[config.mk]
export PLATFORM = sky130hd
export DESIGN_NAME = ekf_cmd_sequencer
export DESIGN_NICKNAME = d
export VERILOG_FILES = /design/src/rtl/ekf_cmd_sequencer.sv
export SDC_FILE = /design/constraint.sdc
export NUM_CORES = 1
export LEC_CHECK = 0
export ABC_CLOCK_PERIOD_IN_PS = 6200
export CORE_MARGIN = 5
export CORE_UTILIZATION = 30
export CTS_CLUSTER_DIAMETER = 100
export CTS_CLUSTER_SIZE = 20
export DETAILED_ROUTE_END_ITERATION = 8
export GPL_TIMING_DRIVEN = 0
export PLACE_DENSITY = 0.61
export SYNTH_ARGS = -nofsm -noshare
export SYNTH_HDL_FRONTEND = slang
export SYNTH_SLANG_ARGS = --single-unit
[constraint.sdc]
create_clock -name clk -period 6.2 [get_ports clk]
set_clock_uncertainty 0.2 [all_clocks]
set_input_delay 0.93 -clock clk [delete_from_list [all_inputs] [get_ports clk]]
set_output_delay 0.93 -clock clk [all_outputs]
set_load 0.02 [all_outputs]
[src/rtl/ekf_cmd_sequencer.sv]
// EKF command sequencer: SPI command link -> predict/update datapath + state memory.
// Optional abort input is enabled by defining EKF_SEQ_ABORT_EN.
module ekf_cmd_sequencer #(
    parameter int  STATE_DIM      = 4,
    parameter int  MEAS_DIM       = 2,
    parameter int  DATA_WIDTH     = 32,
    parameter int  TIMEOUT_CYCLES = 4096,
    localparam int ADDR_W = $clog2(STATE_DIM*STATE_DIM + STATE_DIM + MEAS_DIM)
) (
    input  logic                  clk,
    input  logic                  rst_n,
    input  logic                  cmd_valid,
    output logic                  cmd_ready,
    input  logic [7:0]            cmd,
    input  logic [7:0]            payload_length,
    input  logic [DATA_WIDTH-1:0] payload_data,
    input  logic                  payload_valid,
    output logic                  payload_ready,
    output logic [DATA_WIDTH-1:0] response_data,
    output logic                  response_valid,
    output logic                  response_last,
    input  logic                  response_ready,
    output logic                  predict_start,
    input  logic                  predict_done,
    output logic                  update_start,
    input  logic                  update_done,
`ifdef EKF_SEQ_ABORT_EN
    input  logic                  abort,
`endif
    output logic                  mem_wr_en,
    output logic                  mem_rd_en,
    output logic [ADDR_W-1:0]     mem_addr,
    output logic [DATA_WIDTH-1:0] mem_wr_data,
    input  logic [DATA_WIDTH-1:0] mem_rd_data
);

    localparam int N     = STATE_DIM;
    localparam int M     = MEAS_DIM;
    localparam int TMO_W = $clog2(TIMEOUT_CYCLES) + 1;

    localparam logic [TMO_W-1:0] TMO_LAST = TMO_W'(TIMEOUT_CYCLES - 1);

    localparam logic [7:0] OP_LOAD_X  = 8'h01;
    localparam logic [7:0] OP_LOAD_P  = 8'h02;
    localparam logic [7:0] OP_LOAD_Z  = 8'h03;
    localparam logic [7:0] OP_PREDICT = 8'h10;
    localparam logic [7:0] OP_UPDATE  = 8'h11;
    localparam logic [7:0] OP_FULL    = 8'h12;
    localparam logic [7:0] OP_READ_X  = 8'h20;
    localparam logic [7:0] OP_READ_P  = 8'h21;
    localparam logic [7:0] OP_READ_Z  = 8'h22;

    localparam logic [7:0] ST_OK     = 8'h00;
    localparam logic [7:0] ST_BADOP  = 8'h01;
    localparam logic [7:0] ST_BADLEN = 8'h02;
    localparam logic [7:0] ST_TMO    = 8'h03;
    localparam logic [7:0] ST_ABORT  = 8'h04;

    localparam logic [1:0] RG_X = 2'd0;
    localparam logic [1:0] RG_P = 2'd1;
    localparam logic [1:0] RG_Z = 2'd2;

    typedef enum logic [2:0] {
        S_IDLE,
        S_LOAD,
        S_PRED,
        S_UPD,
        S_RD_ADDR,
        S_RD_WAIT,
        S_RD_SEND,
        S_STATUS
    } state_e;

    state_e                state_q;
    logic [7:0]            cmd_q;
    logic [7:0]            len_q;
    logic [7:0]            idx_q;
    logic [7:0]            iter_q;
    logic [7:0]            code_q;
    logic [1:0]            region_q;
    logic [TMO_W-1:0]      tmo_q;
    logic [DATA_WIDTH-1:0] rbuf_q;
    logic                  pstart_q;
    logic                  ustart_q;

    logic                  dec_load;
    logic                  dec_read;
    logic                  dec_known;
    logic [1:0]            dec_region;
    logic                  abort_hit;
    logic [7:0]            iter_max;
    logic                  iter_more;
    logic [ADDR_W-1:0]     acc_addr;
    logic [DATA_WIDTH-1:0] status_word;

    function automatic logic [7:0] region_len(input logic [1:0] r);
        case (r)
            RG_P:    return 8'(N * N);
            RG_Z:    return 8'(M);
            default: return 8'(N);
        endcase
    endfunction

    function automatic logic [ADDR_W-1:0] region_base(input logic [1:0] r);
        case (r)
            RG_P:    return ADDR_W'(N);
            RG_Z:    return ADDR_W'(N + N * N);
            default: return '0;
        endcase
    endfunction

    // Classify the incoming opcode and pick its memory region
    always_comb begin
        dec_load   = 1'b0;
        dec_read   = 1'b0;
        dec_known  = 1'b1;
        dec_region = RG_X;
        case (cmd)
            OP_LOAD_X: dec_load = 1'b1;
            OP_LOAD_P: begin
                dec_load   = 1'b1;
                dec_region = RG_P;
            end
            OP_LOAD_Z: begin
                dec_load   = 1'b1;
                dec_region = RG_Z;
            end
            OP_READ_X: dec_read = 1'b1;
            OP_READ_P: begin
                dec_read   = 1'b1;
                dec_region = RG_P;
            end
            OP_READ_Z: begin
                dec_read   = 1'b1;
                dec_region = RG_Z;
            end
            OP_PREDICT, OP_UPDATE, OP_FULL: dec_known = 1'b1;
            default: dec_known = 1'b0;
        endcase
    end

`ifdef EKF_SEQ_ABORT_EN
    assign abort_hit = abort && (state_q != S_IDLE)
                     && (state_q != S_STATUS);
`else
    assign abort_hit = 1'b0;
`endif

    // A RUN_FULL with iteration count 0 still runs one iteration
    assign iter_max    = (len_q == 8'd0) ? 8'd1 : len_q;
    assign iter_more   = (iter_q + 8'd1) < iter_max;
    assign acc_addr    = region_base(region_q) + ADDR_W'(idx_q);
    assign status_word = DATA_WIDTH'({iter_q, cmd_q, code_q});

    assign cmd_ready      = (state_q == S_IDLE);
    assign payload_ready  = (state_q == S_LOAD);
    assign response_valid = (state_q == S_RD_SEND) || (state_q == S_STATUS);
    assign response_last  = (state_q == S_STATUS);
    assign predict_start  = pstart_q;
    assign update_start   = ustart_q;
    assign mem_wr_en      = (state_q == S_LOAD) && payload_valid && !abort_hit;
    assign mem_rd_en      = (state_q == S_RD_ADDR);
    assign mem_addr       = (mem_wr_en || mem_rd_en) ? acc_addr : '0;
    assign mem_wr_data    = mem_wr_en ? payload_data : '0;
    assign response_data  = (state_q == S_RD_SEND) ? rbuf_q
                          : (state_q == S_STATUS)  ? status_word
                          : '0;

    // Command FSM with all sequencing registers and start pulses
    always_ff @(posedge clk or negedge rst_n) begin
        if (!rst_n) begin
            state_q  <= S_IDLE;
            cmd_q    <= '0;
            len_q    <= '0;
            idx_q    <= '0;
            iter_q   <= '0;
            code_q   <= '0;
            region_q <= '0;
            tmo_q    <= '0;
            rbuf_q   <= '0;
            pstart_q <= 1'b0;
            ustart_q <= 1'b0;
        end else begin
            pstart_q <= 1'b0;
            ustart_q <= 1'b0;
            if (abort_hit) begin
                state_q <= S_STATUS;
                code_q  <= ST_ABORT;
            end else begin
                unique case (state_q)
                    S_IDLE: begin
                        if (cmd_valid) begin
                            cmd_q    <= cmd;
                            len_q    <= payload_length;
                            region_q <= dec_region;
                            idx_q    <= '0;
                            iter_q   <= '0;
                            code_q   <= ST_OK;
                            tmo_q    <= '0;
                            if (!dec_known) begin
                                state_q <= S_STATUS;
                                code_q  <= ST_BADOP;
                            end else if ((dec_load || dec_read) &&
                                    payload_length != region_len(dec_region)) begin
                                state_q <= S_STATUS;
                                code_q  <= ST_BADLEN;
                            end else if (dec_load) begin
                                state_q <= S_LOAD;
                            end else if (dec_read) begin
                                state_q <= S_RD_ADDR;
                            end else if (cmd == OP_UPDATE) begin
                                state_q  <= S_UPD;
                                ustart_q <= 1'b1;
                            end else begin
                                state_q  <= S_PRED;
                                pstart_q <= 1'b1;
                            end
                        end
                    end
                    S_LOAD: begin
                        if (payload_valid) begin
                            idx_q <= idx_q + 8'd1;
                            if (idx_q == len_q - 8'd1) begin
                                state_q <= S_STATUS;
                            end
                        end
                    end
                    S_PRED: begin
                        if (predict_done) begin
                            if (cmd_q == OP_FULL) begin
                                state_q  <= S_UPD;
                                ustart_q <= 1'b1;
                                tmo_q    <= '0;
                            end else begin
                                state_q <= S_STATUS;
                            end
                        end else if (tmo_q == TMO_LAST) begin
                            state_q <= S_STATUS;
                            code_q  <= ST_TMO;
                        end else begin
                            tmo_q <= tmo_q + TMO_W'(1);
                        end
                    end
                    S_UPD: begin
                        if (update_done) begin
                            if (cmd_q == OP_FULL) begin
                                iter_q <= iter_q + 8'd1;
                                if (iter_more) begin
                                    state_q  <= S_PRED;
                                    pstart_q <= 1'b1;
                                    tmo_q    <= '0;
                                end else begin
                                    state_q <= S_STATUS;
                                end
                            end else begin
                                state_q <= S_STATUS;
                            end
                        end else if (tmo_q == TMO_LAST) begin
                            state_q <= S_STATUS;
                            code_q  <= ST_TMO;
                        end else begin
                            tmo_q <= tmo_q + TMO_W'(1);
                        end
                    end
                    S_RD_ADDR: state_q <= S_RD_WAIT;
                    S_RD_WAIT: begin
                        rbuf_q  <= mem_rd_data;
                        state_q <= S_RD_SEND;
                    end
                    S_RD_SEND: begin
                        if (response_ready) begin
                            idx_q <= idx_q + 8'd1;
                            if (idx_q < len_q - 8'd1) begin
                                state_q <= S_RD_ADDR;
                            end else begin
                                state_q <= S_STATUS;
                            end
                        end
                    end
                    S_STATUS: begin
                        if (response_ready) begin
                            state_q <= S_IDLE;
                        end
                    end
                    default: state_q <= S_IDLE;
                endcase
            end
        end
    end

endmodule

==> flow_summary.toml, run 1 <==
[outcome]
status = "finished clean"

[synthesis]
synth_flop_cell = "dfrtp_1"
synth.distinct_cells = 62
synth.cell_area_um2 = 5370
ys_seq_elements = 86
async_flop_share_pct = 100
yosysWarnings = 0
syn-num-nets = 690
synth_seq_area_share_pct = 40.1
synthCells = 577
avgSynthCellArea_um2 = 9.30
synth-edff-count = 0

[pwr]
power.density_nw_per_um2 = 398
vdd_drop_max_uv = 182
intPower_mw = 1.77
power_frac_seq_pct = 31.5
swShare_pct = 41.4
clockPowerShare_pct = 18.4
leakage_nw = 3.22
combPwrFrac_pct = 50.1
switchingPower_mw = 1.25

[run]
maxCapViolCount = 0

[place]
placedCellCount = 966
port_buffers = 159
hpwlAfterDp_um = 12600
globalplace.congestion = 0.815

[detailed_routing]
routedWlPerCell_um = 16.3
firstDrtPassIters = 5
drc_errors = 0
ant_nets = 0
drt_iter0_drc = 232
num_vias = 4879
wl_um = 16000
viasPerCell = 4.97

[worst_setup_path]
arrival_ns = 3.12
rr_startpoint = "iter_q[0]"
crit_type = "in2out"
cp_max_fo = 10
critPathLaunchType = "input port"
end_kind = "output port"
required_ns = 5.07
crit_start = "payload_valid"

[global_route]
grt_max_degree = 62
first_global_vias = 4756
grt_first_pass_wirelength_um = 25000
grt_overflow_total = 0
antenna_found_initial = 0
track_usage_pct = 15.4

[timing]
final_max_slew_viol_count = 0
worst_slew_pin_slew_ns = 0.743
final-setup-viol-count = 0
hold_violations = 0
period_share_pct = 68.5
setup_tns_ns = 0
slew-limit-headroom_pct = 50.2
max_freq_ghz = 0.236
fin_crit_ns = 4.25
rsz0062_at_grt = "no"

[layout]
stdcell_count = 982
final_cell_mix = "clkdlybuf4s50_1 (158), dfrtp_1 (86), nand2_1 (60)"
drive_gt1_share_pct = 10.1
area_growth_pct = 41.1
final_common_cell = "clkdlybuf4s50_1"
nets = 861
diodes = 0

[clock_network]
clk_latency_ns = 0.36
clock-sinks = 86
cts-root-buf = "clkbuf_16"
numCtsBuffers = 9
clk_path_buf_depth = 2
cts_tree = "built"
clk_pin_slew_ns = 0.07
htree_levels = 3
post_cts_buffers = 0
hold_buffers = 0
ctsResizeCount = 0

[die]
io_pins = 164
die_y_um = 144
core_um2 = 17800
num_rows = 49
initial_core_util_pct = 30.2
die_x_um = 144
die_area_um2 = 20700

[worst_hold_path]
hold_path.class = "in2async"
[state kept, by name (all words and copies together) (netlist names)]
name           flops
tmo_q             13
idx_q              8
state_q            3
rbuf_q            32
cmd_q              8
iter_q             8
code_q             2
region_q           2
update_start       1
predict_start      1
len_q              8
[cell type report]
cell class,count,area (um^2)
plain buffers,30,126
clock buffers,9,225
clock inverters,7,76.3
fillers,1800,10200
inverters,21,78.8
multi-input cells,440,3010
flip-flops and latches,86,2150
well taps,229,287
repair buffers,160,1620
[synth_stat cells, types with 10 or more instances]
cell | count | area share, %
a21oi_1 | 12 | 1.1
a22o_1 | 18 | 2.9
and2_1 | 49 | 5.7
and3_1 | 13 | 1.5
clkbuf_1 | 22 | 1.5
dfrtp_1 | 86 | 40
ha_1 | 26 | 6.1
inv_1 | 21 | 1.5
mux2_2 | 33 | 6.9
nand2_1 | 60 | 4.2
nand2b_1 | 12 | 1.4
nand3_1 | 19 | 1.8
nor2_1 | 40 | 2.8
o21ai_0 | 39 | 3.6
xnor2_1 | 10 | 1.6
xor2_1 | 10 | 1.6
[power by group through the flow]
stage	logic [mW]	clock network, mW	registers [mW]
6_report	1.51	0.556	0.950
2_1_floorplan	0.998	0	0.908
3_5_place_dp	1.52	0	0.960
3_3_place_gp	1.51	0	0.953
5_1_grt	1.67	0.591	0.983
4_1_cts	1.53	0.570	0.950
[per-layer routing]
layer  up-vias  routed length (um)  track usage, %
met2       166                7580            25.3
met5         -                   0               0
met3        15                1250            5.66
met1      2310                6970            19.5
met4         0                 231            3.42
li1       2388                   -               -
[path summary, 6_finish.rpt]
| path | to | slack (ns) | cells past startpoint |
|---|---|---|---|
| worst max-delay path | mem_wr_data[5] | 1.96 | 6 |
| worst min-delay path | tmo_q[9] | 0.30 | 1 |
| worst max register to register | tmo_q[10] | 2.92 | 12 |
| worst min register to register | rbuf_q[6] | 0.30 | 1 |
| max in group asynchronous | update_start | 4.87 | 2 |
| min in group clk | rbuf_q[6] | 0.30 | 1 |
[metrics by stage]
stage               cell area [um^2]  hold slack, ns  power, mW  util [%]  setup WS (ns)
floorplan                       5370           0.250       1.91         -           2.85
global placement                7250           0.279       2.46      40.8          0.537
detailed placement              7270           0.285       2.48      40.9           1.89
CTS                             7570           0.301       3.05      42.6           1.89
global route                    7570           0.310       3.25      42.6           1.79
finish                          7570           0.295       3.01      42.6           1.96
[critical path: stages]
cell and delay (ns):
clkdlybuf4s50_1 0.51, and3_1 0.16, clkbuf_1 0.36, clkbuf_1 0.31, and2_1 0.21, clkdlybuf4s50_1 0.62
[logic make-up (layout without fill, tap and decap cells)]
| logic type | Yosys count | count (layout) | synth area share, % |
|---|---|---|---|
| and+or+nand+nor | 241 | 241 | 24.3 |
| DFF | 86 | 86 | 40.1 |
| adders and majority gates | 26 | 26 | 6.06 |
| buffers and inverters | 51 | 227 | 3.82 |
| xor gates and xnor gates | 20 | 20 | 3.26 |
| muxes | 33 | 33 | 6.92 |
| AOI/OAI and AO/OA | 120 | 120 | 15.5 |
(Power assumes the default switching activity.)
==> run 2: changes to the inputs <==
--- a/config.mk
+++ b/config.mk
@@ -5,14 +5,14 @@
 export SDC_FILE = /design/constraint.sdc
 export NUM_CORES = 1
 export LEC_CHECK = 0
-export ABC_CLOCK_PERIOD_IN_PS = 6200
+export ABC_CLOCK_PERIOD_IN_PS = 3800
 export CORE_MARGIN = 5
 export CORE_UTILIZATION = 30
 export CTS_CLUSTER_DIAMETER = 100
 export CTS_CLUSTER_SIZE = 20
 export DETAILED_ROUTE_END_ITERATION = 8
 export GPL_TIMING_DRIVEN = 0
-export PLACE_DENSITY = 0.61
+export PLACE_DENSITY = 0.63
 export SYNTH_ARGS = -nofsm -noshare
 export SYNTH_HDL_FRONTEND = slang
 export SYNTH_SLANG_ARGS = --single-unit
==> constraint.sdc (replaced) <==
create_clock -name clk -period 3.8 [get_ports clk]
set_clock_uncertainty 0.2 [all_clocks]
set_input_delay 0.57 -clock clk [delete_from_list [all_inputs] [get_ports clk]]
set_output_delay 0.57 -clock clk [all_outputs]
set_load 0.02 [all_outputs]
==> run 2 against run 1 <==
Worst setup slack worse by 1.7 ns. Routed wire length is 1.8% lower. Worst hold slack better by 0.0020 ns. Critical path type is now reg2out. Critical endpoint is now mem_wr_data[4].
==> flow_summary.toml, run 2 (synthesis gave the netlist of run 1 again) <==
[global_route]
grt_first_pass_wirelength_um = 25200
antenna_found_initial = 0
first_global_vias = 4968
grt_overflow_total = 0
track_usage_pct = 15.5
grt_max_degree = 56

[layout]
final_cell_mix = "clkdlybuf4s50_1 (158), dfrtp_1 (86), nand2_1 (60)"
largest_reg_flops = 32
stdcell_count = 982
final_common_cell = "clkdlybuf4s50_1"
top_register = "rbuf_q"
area_growth_pct = 41.6
nets = 861
fin_area_um2 = 7600
diodes = 0
reg_top3 = "rbuf_q x32, tmo_q x13"
fin_util_pct = 42.7
drive_gt1_share_pct = 10.6

[pwr]
leakage_nw = 3.24
vdd_drop_max_uv = 241
power.density_nw_per_um2 = 651
power.total_mw = 4.95

[clock_network]
clk_pin_slew_ns = 0.07
cts_tree = "built"
htree_levels = 3
clock-sinks = 86
cts-root-buf = "clkbuf_16"
post_cts_buffers = 0
clk_path_buf_depth = 2
numCtsBuffers = 9
clk_latency_ns = 0.35

[detailed_routing]
drc_errors = 0
ant_nets = 0
viasPerCell = 4.96
wl_um = 15700
num_vias = 4867
routedWlPerCell_um = 16.0
drt_iter0_drc = 224
firstDrtPassIters = 4

[timing]
fin_crit_ns = 3.57
fin_hold_ws_ns = 0.297
worst_slack_ns = 0.227
hold_violations = 0
final-setup-viol-count = 0
max_freq_ghz = 0.280
slew-limit-headroom_pct = 55.8
rsz0062_at_grt = "no"
period_share_pct = 94.0
final_max_slew_viol_count = 0
worst_slew_pin_slew_ns = 0.660
setup_tns_ns = 0

[die]
initial_core_util_pct = 30.2
die_area_um2 = 20700
core_um2 = 17800
die_y_um = 144
die_x_um = 144
num_rows = 49
io_pins = 164

[worst_hold_path]
hold_path.class = "reg2reg"
min_path_cells = 1
whs_endpoint = "rbuf_q[2]"
worstHoldStart = "rbuf_q[2]"

[place]
globalplace.congestion = 0.818
dp_slack_ns = 0.132
placed_area_um2 = 7270
port_buffers = 159
placedCellCount = 966
hpwlAfterDp_um = 12400

[worst_setup_path]
rr_startpoint = "iter_q[0]"
arrival_ns = 2.80
critPathLaunchType = "flip-flop"
r2r-end = "tmo_q[1]"
cp_max_fo = 10
r2r_cells = 12
reg2reg_slack_ns = 0.50
crit_type = "reg2out"
required_ns = 3.03
end_kind = "output port"

[outcome]
status = "finished clean"

[run]
maxCapViolCount = 0
## run 2: critical path, cell delays in order (launching register included)
cell and delay, ns:
dfrtp_1 0.36, clkbuf_1 0.18, nor2_1 0.29, and3_1 0.19, clkbuf_1 0.30, clkbuf_1 0.32, and2_1 0.20, clkdlybuf4s50_1 0.61
## run 2: power by group
part / internal, mW / leakage, nW / switching, mW
registers: 1.27 / 1.08 / 0.277
logic: 1.15 / 2.00 / 1.31
clock network: 0.540 / 0.156 / 0.408
total: 2.96 / 3.24 / 1.99
## run 2: routing by layer
metal / share of wire (%) / track usage [%] / vias up
met4: 1.9 / 4.46 / 0
li1: - / - / 2399
met2: 48 / 25.6 / 144
met3: 7.7 / 5.89 / 22
met5: 0 / 0 / -
met1: 43 / 19.0 / 2302
## run 2: timing repair
| item | CTS | global route |
|---|---|---|
| endpoints found under the hold margin | 31 | 0 |
| hold buffers | 1 | 0 |
| gates cloned | 0 | 0 |
| resized for setup | 1 | 6 |
| setup endpoints to repair | 20 | 21 |
## run 2: how the worst max path moves through the flow
| stage | slack [ns] | start | end |
|---|---|---|---|
| after floorplan | 0.81 | cmd[3] | state_q[2] |
| after CTS | 0.03 | state_q[2] | mem_wr_data[18] |
| final | 0.23 | state_q[2] | mem_wr_data[4] |
| after global placement | -1.49 | rst_n | rbuf_q[3] |
| after detailed placement | 0.13 | cmd[3] | state_q[2] |
| after global routing | 0.04 | state_q[2] | mem_wr_data[4] |
## run 2: area by class of cell
class / count / area (um^2)
fillers: 1776 / 10200
clock buffers: 10 / 239
repair buffers: 161 / 1630
inverters: 21 / 78.8
clock inverters: 6 / 76.3
plain buffers: 29 / 126
well taps: 229 / 287
flip-flops and latches: 86 / 2150
multi-input cells: 440 / 3010
==> run 3: changes to the inputs <==
--- a/config.mk
+++ b/config.mk
@@ -6,13 +6,14 @@
 export NUM_CORES = 1
 export LEC_CHECK = 0
 export ABC_CLOCK_PERIOD_IN_PS = 3800
+export CAP_MARGIN = 30
 export CORE_MARGIN = 5
 export CORE_UTILIZATION = 30
 export CTS_CLUSTER_DIAMETER = 100
 export CTS_CLUSTER_SIZE = 20
 export DETAILED_ROUTE_END_ITERATION = 8
 export GPL_TIMING_DRIVEN = 0
-export PLACE_DENSITY = 0.63
+export PLACE_DENSITY = 0.59
 export SYNTH_ARGS = -nofsm -noshare
 export SYNTH_HDL_FRONTEND = slang
 export SYNTH_SLANG_ARGS = --single-unit
==> run 3 against run 2 <==
Utilization shrank 0.34 points. Final area shrank 0.81%. Sequential power is essentially flat. Worst setup slack gained 0.042 ns. Power shrank 2.0%.
==> flow_summary.toml, run 3 (synthesis gave the netlist of run 1 again) <==
[outcome]
status = "finished clean"

[global_route]
grt_first_pass_wirelength_um = 26400
track_usage_pct = 16.2
antenna_found_initial = 0
grt_max_degree = 46
grt_overflow_total = 0
first_global_vias = 5221

[detailed_routing]
drt_iter0_drc = 310
viasPerCell = 5.13
ant_nets = 0
wl_um = 16500
num_vias = 5023
routedWlPerCell_um = 16.8
drc_errors = 0
firstDrtPassIters = 5

[clock_network]
clock-sinks = 86
hold_buffers = 0
cts_tree = "built"
clk_latency_ns = 0.35
htree_levels = 3
clk_pin_slew_ns = 0.06
post_cts_buffers = 0
cts-root-buf = "clkbuf_16"
numCtsBuffers = 9
clk_path_buf_depth = 2

[die]
num_rows = 49
io_pins = 164
die_x_um = 144
die_area_um2 = 20700
die_y_um = 144
core_um2 = 17800
initial_core_util_pct = 30.2

[worst_setup_path]
path_buf_inv = 3
rr_startpoint = "iter_q[0]"
crit_family = "buffers and inverters"
cp_max_fo = 10
crit_path_frequent_cell = "clkbuf_1"
critPathLaunchType = "flip-flop"
arrival_ns = 2.76
crit_start = "state_q[0]"
crit_type = "reg2out"
crit_path_cell_trace = "clkbuf_1 -> nand2b_1 -> nor2_2 -> clkbuf_1 -> and2_1 -> clkdlybuf4s50_1"
end_kind = "output port"
required_ns = 3.03
crit_slowest_cell = "clkdlybuf4s50_1"
slowest_delay_ns = 0.61

[timing]
rsz0062_at_grt = "no"
final-setup-viol-count = 0
period_share_pct = 92.9
hold_violations = 0
slew-limit-headroom_pct = 53.0
worst_slew_pin_slew_ns = 0.701
max_freq_ghz = 0.283
fin_crit_ns = 3.53
final_max_slew_viol_count = 0

[pwr]
vdd_drop_max_uv = 307
swShare_pct = 41.0
switchingPower_mw = 1.99
leakage_nw = 3.20
clockPowerShare_pct = 17.1
power.total_mw = 4.85
intPower_mw = 2.86
power_frac_seq_pct = 32.0
power.density_nw_per_um2 = 643
combPwrFrac_pct = 51.0

[layout]
top_register = "rbuf_q"
num-fill-cells = 1752
nets = 859
fin_area_um2 = 7540
final_common_cell = "clkdlybuf4s50_1"
stdcell_count = 980
area_growth_pct = 40.4
multi_input_area_um2 = 3010
largest_reg_flops = 32
reg_top3 = "rbuf_q x32, tmo_q x13"
drive_gt1_share_pct = 10.3
ff_latch_area_um2 = 2150
diodes = 0
final_cell_mix = "clkdlybuf4s50_1 (158), dfrtp_1 (86), nand2_1 (60)"

[worst_hold_path]
hold_path.class = "in2async"

[place]
port_buffers = 159
placedCellCount = 966
globalplace.congestion = 0.896
placed_area_um2 = 7270
hpwlAfterDp_um = 13100

[run]
maxCapViolCount = 0
-- run 3: changes by cell type in the layout (fill, tap and decap cells not counted), sizes merged --
cell         change
dlygate4sd3      -1
clkinvlp         +3
bufinv           -1
inv              -3
-- run 3: worst reg2reg max path, cell delays in order, from the launching register on --
cell and delay, ns:
dfrtp_1 0.47, ha_1 0.27, nand3_1 0.17, nor2_1 0.17, xor2_1 0.23, ha_1 0.29
a21oi_1 0.15, nand2_1 0.08, a211oi_2 0.26, a211oi_1 0.18, or2_1 0.27, buf_6 0.14
a221o_1 0.34
-- run 3: routing by layer --
| layer | wire, um | up-vias | global-route usage, % |
|---|---|---|---|
| met5 | 0 | - | 0 |
| met4 | 403 | 0 | 6.49 |
| met3 | 1230 | 26 | 4.56 |
| met2 | 8220 | 187 | 27.7 |
| met1 | 6630 | 2412 | 19.2 |
| li1 | - | 2398 | - |
-- run 3: path summary, 6_finish.rpt --
check / end / slack [ns] / cells after the start
setup reg to reg: tmo_q[1] / 0.48 / 12
hold reg to reg: region_q[1] / 0.29 / 2
max in group asynchronous: iter_q[2] / 2.73 / 2
setup / recovery: response_data[28] / 0.27 / 6
hold / removal: tmo_q[10] / 0.03 / 1
min in group clk: region_q[1] / 0.29 / 2
-- run 3: final cells by class --
cell class,count,area share [%]
Multi-Input combinational cell,440,40.0
Inverter,21,1.05
Tap cell,229,3.80
Clock buffer,11,3.09
Sequential cell,86,28.5
Clock inverter,5,0.481
Timing Repair Buffer,160,21.4
Buffer,28,1.61
-- run 3: what timing repair did --
| item | CTS | global route |
|---|---|---|
| gates resized for setup | 1 | 4 |
| pin swaps | 0 | 0 |
| gates cloned | 0 | 0 |
| endpoints found under the setup margin | 16 | 20 |
-- run 3: power groups by stage --
stage                     Combinational [mW]  Sequential (mW)  Clock [mW]
final                                   2.47             1.55       0.828
after global routing                    2.73             1.60       0.890
after CTS                               2.50             1.55       0.853
after detailed placement                2.48             1.57           0
after global placement                  2.43             1.55           0
after floorplan                         1.63             1.48           0
-- run 3: stage by stage --
step / util [%] / setup WS [ns] / setup TNS (ns) / hold slack [ns]
floorplan: - / 0.812 / 0 / 0.0744
global placement: 40.8 / -1.35 / -115.37 / 0.277
detailed placement: 40.9 / 0.123 / 0 / 0.280
CTS: 42.4 / 0.0928 / 0 / 0.0426
global route: 42.4 / 0.0672 / 0 / 0.0862
finish: 42.4 / 0.268 / 0 / 0.0315
